==> src/rtl/quad_decoder_ext.sv <==
// quad_decoder_ext: incremental encoder front end. Synchronises and glitch-filters A/B/Z,
// decodes quadrature at x4/x2/x1 resolution, keeps a wrapping position and signed running count,
// flags illegal transitions, homes on the index pulse and reports windowed velocity.
module quad_decoder_ext #(
  parameter int unsigned PPR      = 334,
  parameter int unsigned MODE     = 4,
  parameter int unsigned FILT_LEN = 4,
  parameter int unsigned CNT_W    = 32,
  parameter int unsigned VEL_WIN  = 100000,
  parameter int unsigned VEL_W    = 16,
  localparam int unsigned POS_N   = PPR * MODE,
  localparam int unsigned POS_W   = (POS_N > 1) ? $clog2(POS_N) : 1
) (
  input  logic             clk,
  input  logic             rst,
  input  logic             qa,
  input  logic             qb,
  input  logic             qz,
  input  logic             index_en,
  input  logic             err_clr,
  output logic             ready,
  output logic             dir,
  output logic [POS_W-1:0] pos,
  output logic [CNT_W-1:0] cnt,
  output logic             err,
  output logic             index_pulse,
  output logic [VEL_W-1:0] vel,
  output logic             vel_valid
);

  localparam int unsigned FC_W  = (FILT_LEN > 1) ? $clog2(FILT_LEN) : 1;
  localparam int unsigned IC_W  = $clog2(FILT_LEN + 2);
  localparam int unsigned WC_W  = $clog2(VEL_WIN);
  localparam int unsigned SUM_W = VEL_W + 1;

  localparam logic [VEL_W-1:0] VEL_MAX = {1'b0, {(VEL_W - 1){1'b1}}};
  localparam logic [VEL_W-1:0] VEL_MIN = {1'b1, {(VEL_W - 1){1'b0}}};

  // Elaboration-time parameter sanity
  if (!(MODE == 4 || MODE == 2 || MODE == 1)) begin : gen_bad_mode
    $error("quad_decoder_ext: MODE must be 4, 2 or 1");
  end
  if (FILT_LEN < 1) begin : gen_bad_filt
    $error("quad_decoder_ext: FILT_LEN must be >= 1");
  end
  if (VEL_WIN < 2) begin : gen_bad_win
    $error("quad_decoder_ext: VEL_WIN must be >= 2");
  end

  typedef enum logic [0:0] {StInit, StRun} state_e;

  state_e          state;
  logic [IC_W-1:0] init_cnt;

  // Channel order in all 3-bit vectors: [0]=A, [1]=B, [2]=Z
  logic [2:0]      sync_meta;
  logic [2:0]      sync_s;
  logic [2:0]      filt;
  logic [FC_W-1:0] filt_cnt [3];

  logic [1:0]      prev_ab;
  logic            prev_z;

  logic [WC_W-1:0]  win_cnt;
  logic [VEL_W-1:0] acc;

  logic [1:0]       cur_ab;
  logic [1:0]       ab_diff;
  logic             legal_chg;
  logic             illegal_chg;
  logic             fwd;
  logic             a_rise;
  logic             a_fall;
  logic             step_en;
  logic             z_rise;
  logic [POS_W-1:0] pos_inc;
  logic [POS_W-1:0] pos_dec;
  logic [SUM_W-1:0] step_ext;
  logic [SUM_W-1:0] acc_sum;
  logic [VEL_W-1:0] acc_next;

  // Two-flop synchronisers for the asynchronous encoder inputs
  always_ff @(posedge clk) begin
    if (!rst) begin
      sync_meta <= '0;
      sync_s    <= '0;
    end else begin
      sync_meta <= {qz, qb, qa};
      sync_s    <= sync_meta;
    end
  end

  // Glitch filter: a new level is accepted only after holding for FILT_LEN cycles
  always_ff @(posedge clk) begin
    if (!rst) begin
      filt <= '0;
      for (int i = 0; i < 3; i++) begin
        filt_cnt[i] <= '0;
      end
    end else if (state == StInit) begin
      // Preload so the first RUN cycle sees no spurious edges
      filt <= sync_s;
      for (int i = 0; i < 3; i++) begin
        filt_cnt[i] <= '0;
      end
    end else begin
      for (int i = 0; i < 3; i++) begin
        if (sync_s[i] == filt[i]) begin
          filt_cnt[i] <= '0;
        end else if (filt_cnt[i] == FC_W'(FILT_LEN - 1)) begin
          filt[i]     <= sync_s[i];
          filt_cnt[i] <= '0;
        end else begin
          filt_cnt[i] <= filt_cnt[i] + FC_W'(1);
        end
      end
    end
  end

  // Transition classification and resolution-dependent step qualification
  always_comb begin
    cur_ab      = filt[1:0];
    ab_diff     = cur_ab ^ prev_ab;
    legal_chg   = (ab_diff == 2'b01) || (ab_diff == 2'b10);
    illegal_chg = (ab_diff == 2'b11);
    // Forward order 00->01->11->10: new A always equals old B inverted... i.e. pb ^ na
    fwd         = prev_ab[1] ^ cur_ab[0];
    a_rise      = cur_ab[0] & ~prev_ab[0];
    a_fall      = ~cur_ab[0] & prev_ab[0];
    z_rise      = filt[2] & ~prev_z;
    if (MODE == 4) begin
      step_en = legal_chg;
    end else if (MODE == 2) begin
      step_en = legal_chg & ab_diff[0];
    end else begin
      step_en = legal_chg & (fwd ? a_rise : a_fall);
    end
  end

  // Position wrap arithmetic
  always_comb begin
    pos_inc = (pos == POS_W'(POS_N - 1)) ? '0 : pos + POS_W'(1);
    pos_dec = (pos == '0) ? POS_W'(POS_N - 1) : pos - POS_W'(1);
  end

  // Saturating velocity accumulator, one sign bit of headroom to detect overflow
  always_comb begin
    if (!step_en) begin
      step_ext = '0;
    end else if (fwd) begin
      step_ext = SUM_W'(1);
    end else begin
      step_ext = '1;
    end
    acc_sum = {acc[VEL_W-1], acc} + step_ext;
    if (acc_sum[VEL_W] != acc_sum[VEL_W-1]) begin
      acc_next = acc_sum[VEL_W] ? VEL_MIN : VEL_MAX;
    end else begin
      acc_next = acc_sum[VEL_W-1:0];
    end
  end

  // Control FSM with registered decoder outputs, index homing and velocity window
  always_ff @(posedge clk) begin
    if (!rst) begin
      state       <= StInit;
      init_cnt    <= '0;
      prev_ab     <= '0;
      prev_z      <= 1'b0;
      ready       <= 1'b0;
      dir         <= 1'b0;
      pos         <= '0;
      cnt         <= '0;
      err         <= 1'b0;
      index_pulse <= 1'b0;
      vel         <= '0;
      vel_valid   <= 1'b0;
      win_cnt     <= '0;
      acc         <= '0;
    end else begin
      index_pulse <= 1'b0;
      vel_valid   <= 1'b0;
      prev_ab     <= cur_ab;
      prev_z      <= filt[2];
      if (err_clr) begin
        err <= 1'b0;
      end
      unique case (state)
        StInit: begin
          if (init_cnt == IC_W'(FILT_LEN + 1)) begin
            state <= StRun;
            ready <= 1'b1;
          end else begin
            init_cnt <= init_cnt + IC_W'(1);
          end
        end
        StRun: begin
          // Placed after the clear so a same-cycle illegal change wins
          if (illegal_chg) begin
            err <= 1'b1;
          end
          if (step_en) begin
            dir <= fwd;
            if (fwd) begin
              cnt <= cnt + CNT_W'(1);
              pos <= pos_inc;
            end else begin
              cnt <= cnt - CNT_W'(1);
              pos <= pos_dec;
            end
          end
          // Homing overrides the step for pos only
          if (z_rise && index_en) begin
            pos         <= '0;
            index_pulse <= 1'b1;
          end
          if (win_cnt == WC_W'(VEL_WIN - 1)) begin
            vel       <= acc_next;
            vel_valid <= 1'b1;
            acc       <= '0;
            win_cnt   <= '0;
          end else begin
            acc     <= acc_next;
            win_cnt <= win_cnt + WC_W'(1);
          end
        end
        default: state <= StInit;
      endcase
    end
  end

endmodule

==> config.mk <==
export PLATFORM = sky130hd
export DESIGN_NAME = quad_decoder_ext
export DESIGN_NICKNAME = d
export VERILOG_FILES = /design/src/rtl/quad_decoder_ext.sv
export SDC_FILE = /design/constraint.sdc
export NUM_CORES = 1
export LEC_CHECK = 0
export BUFFER_PORTS_ARGS = -buffer_cell sky130_fd_sc_hd__buf_2
export CAP_MARGIN = 20
export CORE_MARGIN = 3
export CORE_UTILIZATION = 52
export CTS_CLUSTER_SIZE = 25
export DETAILED_ROUTE_END_ITERATION = 8
export PLACE_DENSITY = 0.72
export SLEW_MARGIN = 20
export SYNTH_ARGS = -nofsm -noshare
export SYNTH_HDL_FRONTEND = slang
export SYNTH_SLANG_ARGS = --single-unit
==> constraint.sdc <==
create_clock -name clk -period 5.4 [get_ports clk]
set_input_delay 1.08 -clock clk [delete_from_list [all_inputs] [get_ports clk]]
set_output_delay 1.08 -clock clk [all_outputs]
set_load 0.01 [all_outputs]
; After elaboration in Yosys (flattened, before gate mapping)
; Memories as Yosys holds them, arrays and structs flattened.
; Cells that the tools add are included.
[word_totals]
register_bits = 113
latch_bits = 0
ram_bits = 6
romBits = 0
in_bits = 7
output_inout_bits = 64
word_cells = 164
n_memories = 1
[memory_table]
columns = name, words, width, read_ports, rd_ports_with_merged_regs, write_ports, line_no
row1 = filt_cnt, 3, 2, 3, 0, 3, 59  ; logic [FC_W-1:0] filt_cnt [3];
[op_classes]
n_addsub = 10
multipliers = 0
div_mod_pow = 0
magnitude_cmp = 0
eq_ne = 19
n_shift = 0
n_mux = 84
bitwise = 18
n_reduce_logical = 13
[op_table]
columns = operator, count
row1 = 1-bit two-way mux, 59
row2 = 11-bit two-way mux, 5
row3 = 17-bit two-way mux, 3
row4 = 16-bit two-way mux, 3
row5 = 32-bit by 1-bit adder with 32-bit output (second input constant), 1
row6 = 32-bit two-way mux, 1
row7 = 32-bit by 1-bit subtractor with 32-bit output (second input constant), 1
row8 = 2-bit two-way mux, 12
row9 = 2-bit AND reduction, 9
row10 = 17-bit by 1-bit adder with 17-bit output (second input constant), 1
row11 = 17-bit adder, 1
row12 = 17-bit == test (second input constant), 1
row13 = 1-bit OR, 12
row14 = 11-bit by 1-bit adder with 11-bit output (second input constant), 1
row15 = 11-bit == test (second input constant), 1
row16 = 11-bit logical NOT, 1
row17 = 11-bit by 1-bit subtractor with 11-bit output (second input constant), 1
row18 = 2-bit == test (second input constant), 5
row19 = 2-bit by 1-bit adder with 2-bit output (second input constant), 3
row20 = 2-bit by 1-bit != test with 1-bit output (second input constant), 3
row21 = 2-bit != test (second input constant), 3
row22 = 3-bit by 1-bit adder with 3-bit output (second input constant), 1
row23 = 1-bit == test, 3
row24 = 3-bit == test (second input constant), 1
row25 = other kinds (10), 12

; Depth between registers and ports, before layout
[logic_depth]
word_depth = 8
mapped_depth = 16

; Least setup slack after synthesis
; Ideal clock, no wire load.
[synth_path]
kind = register to register
from = reg filt[0]
to = reg acc[5]
setup_ps = 122
arrival_ps = 3420
slack_ps = 1858
stages_incl_launch_ff = 16
path_buffers = 1
synth_period_minus_slack_ps = 3542
cell_sequence = dfxtp_1 -> xor2_1 -> ha_1 -> nand2_1 -> clkbuf_1 -> xnor2_1 -> ha_1 -> nor3_1 -> o311ai_4 -> o21ai_0 -> nand4b_1 -> a2bb2oi_4 -> nor2_4 -> nor3_2 -> a21o_1 -> a221o_1
[synth_between]
elab_chain_len = 8
[synth_rtl]
columns = item, line_no
row1 = "start, declared", 58  ; logic [2:0] filt;
row2 = "start signal, assigned", 102  ; filt <= sync_s;
row3 = "start signal, assigned by index", 111  ; filt[i] <= sync_s[i];
row4 = 2-bit XOR, 123  ; ab_diff = cur_ab ^ prev_ab;
row5 = 2-bit by 1-bit == test with 1-bit output or 2-bit == test (tied branches), 124  ; legal_chg = (ab_diff == 2'b01) || (ab_diff == 2'b10);
row6 = 1-bit logical OR, 124
row7 = 17-bit two-way mux (*), 148  ; if (!step_en) begin
row8 = 17-bit adder (*), 155  ; acc_sum = {acc[VEL_W-1], acc} + step_ext;
row9 = 16-bit two-way mux or 1-bit != test (tied branches), "157, 156"
row10 = 16-bit two-way mux (*), 156  ; if (acc_sum[VEL_W] != acc_sum[VEL_W-1]) begin
row11 = 16-bit two-way mux (*), 217  ; if (win_cnt == WC_W'(VEL_WIN - 1)) begin
row12 = "end signal, assigned", 223  ; acc <= acc_next;
row13 = "end, declared", 65  ; logic [VEL_W-1:0] acc;
; Mark *: on every way between the ends. The rest lies on a longest branch, timed or not.
; A chain may end at the register's enable or synchronous reset.

; Worst setup path in the final report
[layout_path]
from = reg filt[0]
to = reg vel[14]
[layout_between]
elab_chain_len = 7
[layout_rtl]
columns = item, line_no
row1 = 2-bit XOR, 123
row2 = 2-bit by 1-bit == test with 1-bit output or 2-bit == test (tied branches), 124
row3 = 1-bit logical OR, 124
row4 = 17-bit two-way mux (*), 148
row5 = 17-bit adder (*), 155
row6 = 16-bit two-way mux or 1-bit != test (tied branches), "157, 156"
row7 = 16-bit two-way mux (*), 156
row8 = "end signal, assigned", 218  ; vel <= acc_next;
row9 = "end, declared", 27  ; output logic [VEL_W-1:0] vel,
; Marks and branches as above.

==> metrics.md <==
| Metric | Value |
|---|---|
| Status | `finished, final reports clean` |
| Area leader, netlist | `dfxtp_1` |
| Area share of fa/ha/maj cells after synthesis | `0.07710` |
| DP HPWL | `~12 mm` |
| Critical path type | `reg -> reg` |
| Fin crit share | `0.7689` |
| Total of max-cap violations | `0` |
| FF-to-FF Start | `filt[0]` |
| GR Util All Layers | `0.2317` |
| WHS | `0.4239 ns` |
| Synth Area in Simple Gates | `0.2289` |
| # diodes | `0` |
| DRC viols | `0` |
| Mean routed wirelength per cell | `about 16 um` |
| # clock sinks | `119` |
| Seq/Total Area, Yosys | `0.3389` |
| Leakage | `about 3.5 nW` |
| Slew @ Worst Pin | `1.053 ns` |
| I/O Pins | `about 70` |
| Synth area leaders | `dfxtp_1, ha_1, a21oi_1` |
| Chip Height | `about 120 um` |
| Yosys warns | `0` |
| Worst Setup End Kind | `register` |
| Hold Buf Count CTS | `0` |
| Synth Instances | `just under 900` |
| Synth cell types | `76` |
| Final ANT Viol Nets | `0` |
| CTS root buf | `clkbuf_16` |
| Fin. Hold Viols | `0` |
| Slew margin rel. | `0.2936` |
| Via count | `6554` |
| Largest net degree at the start of global routing | `54` |
| GP Congestion | `a little over 0.9` |
| CTS tree | `yes` |
| Gr ovfl total | `0` |
| Crit Path Max Fanout | `16` |
| Final net count | `approximately 1000` |
| H-tree levels | `4` |
| Number of flops mapped to enable cells by yosys | `6` |
| Worst hold path class | `reg -> reg` |
| Mux cell area share after synthesis | `0.01719` |
| Post-CTS sizing | `0` |
| Syn avg cell area | `8.244 um^2` |
| Share of layout cells above drive strength 1 | `0.1351` |
| # rows | `42` |
| CP Launch Type | `register` |
| CTS clock-pin slew for the worst setup and hold paths | `about 0.05 ns` |
| Final WL | `approximately 17 mm` |
| CP startpoint | `filt[0]` |
| Hold Startpoint | `prev_z` |
| TritonCTS buffer count | `17` |
| Layout fillers | `1214` |
| Post-CTS setup buffers | `0` |
| Fin. max-slew vios | `0` |
| Top cell type's share of synthesized area | `0.3139` |
| Required @ worst endpoint | `between 5 and 6 ns` |
| Initial antenna violation count | `0` |
| Clock Skew | `roughly 0.0047 ns` |
| Main synth FF type | `dfxtp_1` |
| Initial Util | `0.5377` |
| Tmin final | `between 4 and 5 ns` |
| TNS Setup | `0 ns` |
| Main combinational cell family by area after synthesis | `simple AND/OR/NAND/NOR gates` |
| Compound-Gate Fraction of Synth Area | `0.2217` |
| WP data arrival | `about 4.5 ns` |
| Core footprint | `~13000 um^2` |
| First-pass GRT wire length | `between 20 and 30 mm` |
| Yosys reg bits | `119` |
| Clk Latency, worst-skew pair | `around 0.42 ns` |
| Pwr Total | `around 0.0024 W` |
| Mapped Area | `7206 um^2` |
| Die area | `15310 um^2` |
| PD cells | `287.6 nW/um^2` |
| Port buffer count | `70` |
| DRT Pass-1 Iters | `5` |
| Worst VDD drop | `218.0 uV` |
| Number of global-route vias before repair | `6037` |
| RSZ-0062 raised after global routing | `false` |
| Fraction of synthesized cell area in xor and xnor cells | `0.08109` |
| Final setup fails | `0` |
| Die Wd | `around 120 um` |
| Initial drt markers | `roughly 450` |
| Vias per cell | `5.873` |
| Fmax | `240.8 MHz` |
| Area delta synth->final | `15.35%` |
| CTS Buffer Depth | `2` |
| Ys async rst share | `0` |
final timing paths:
check                end  slack [ns]  cells past startpoint
min          index_pulse        0.42                      1
min reg2reg  index_pulse        0.42                      1
max              vel[14]        1.25                     14
max reg2reg      vel[14]        1.25                     14
per-stage QoR:
stage	setup WS (ns)	area, um^2	utilization	cells
6_report	1.248	8312	0.6203	1116
5_1_grt	0.8877	8312	0.6203	1116
4_1_cts	1.219	8308	0.6200	1116
3_5_place_dp	1.251	7669	0.5723	1084
3_3_place_gp	1.433	7669	0.5723	1084
2_1_floorplan	1.858	7224	-	879
where the power goes:
part	switching [W]	internal, W	leakage (nW)
clock network	0.000394	0.000838	0.318
registers	0.0000152	0.000900	0.974
logic	0.000149	0.0000947	2.21
cell usage in the layout (no fill, tap or decap), types with 6 or more instances in the layout:
| cell | instances |
|---|---|
| nor2_1 | 80 |
| nand2b_1 | 7 |
| and2_1 | 11 |
| xor2_1 | 24 |
| nand4_1 | 18 |
| xnor2_1 | 39 |
| a31oi_1 | 12 |
| nand2_1 | 81 |
| o21ai_0 | 42 |
| dfxtp_1 | 113 |
| ha_1 | 42 |
| a211o_1 | 8 |
| a21o_1 | 21 |
| a22o_1 | 6 |
| edfxtp_1 | 6 |
| o211ai_1 | 13 |
| or3_1 | 12 |
| inv_1 | 16 |
| nor3_1 | 18 |
| nand3_1 | 31 |
| a211oi_1 | 9 |
| conb_1 | 6 |
| and3_1 | 8 |
| mux2i_1 | 9 |
| o21ai_1 | 12 |
| a21oi_1 | 77 |
| clkbuf_16 | 17 |
| buf_2 | 70 |
| nor4_1 | 12 |
| nor4b_1 | 8 |
layer usage:
layer | vias to the layer above | track usage | wire (um)
met2 | 176 | 0.3815 | 8108
met1 | 3062 | 0.3041 | 8157
met4 | 0 | 0.06298 | 194
li1 | 3301 | - | -
met3 | 15 | 0.05540 | 933
met5 | - | 0 | 0
worst max-delay path: stages (launching register included):
cell and delay [ns]:
dfxtp_1 0.51, xor2_1 0.12, ha_1 0.41, nand2_1 0.39
xnor2_1 0.29, ha_1 0.25, nor3_1 0.10, o311ai_4 0.27
o21ai_2 0.14, nor4_4 0.33, a2bb2oi_4 0.31, nand2_2 0.14
nor2_1 0.59, a21oi_1 0.09, o21ai_1 0.11
cells by family after synthesis:
family,count (synthesis)
other,1
XOR/XNOR,65
adder cells (fa/ha/maj),44
buffers and inverters,65
AO/OA/AOI/OAI,246
AND/OR/NAND/NOR,322
multiplexers,12
flip-flops,119
registers in the layout, summed over array words and instances (netlist names), 2 cells and up:
name	count
init_cnt	3
sync_s	3
sync_meta	3
cnt	32
win_cnt	17
pos	11
filt	3
filt_cnt	6
acc	16
vel	16
prev_ab	2
cells in the mapped netlist (all sizes together) (18+ instances only):
master / number
a21o: 21
xor2: 24
nand4: 18
a21oi: 78
clkbuf: 39
inv: 19
nor3: 21
o21ai: 55
xnor2: 41
nand3: 31
dfxtp: 113
nor2: 82
ha: 42
nand2: 82
area by class of cell:
type,instances,area [um^2],area share
Tap cell,176,220.2,0.02649
Inverter,19,71.32,0.008580
Multi-Input combinational cell,695,4551,0.5475
Sequential cell,119,2442,0.2938
Clock inverter,10,175.2,0.02107
Clock buffer,22,464.2,0.05585
Timing Repair Buffer,75,387.9,0.04667
(Power assumes the default switching activity.)
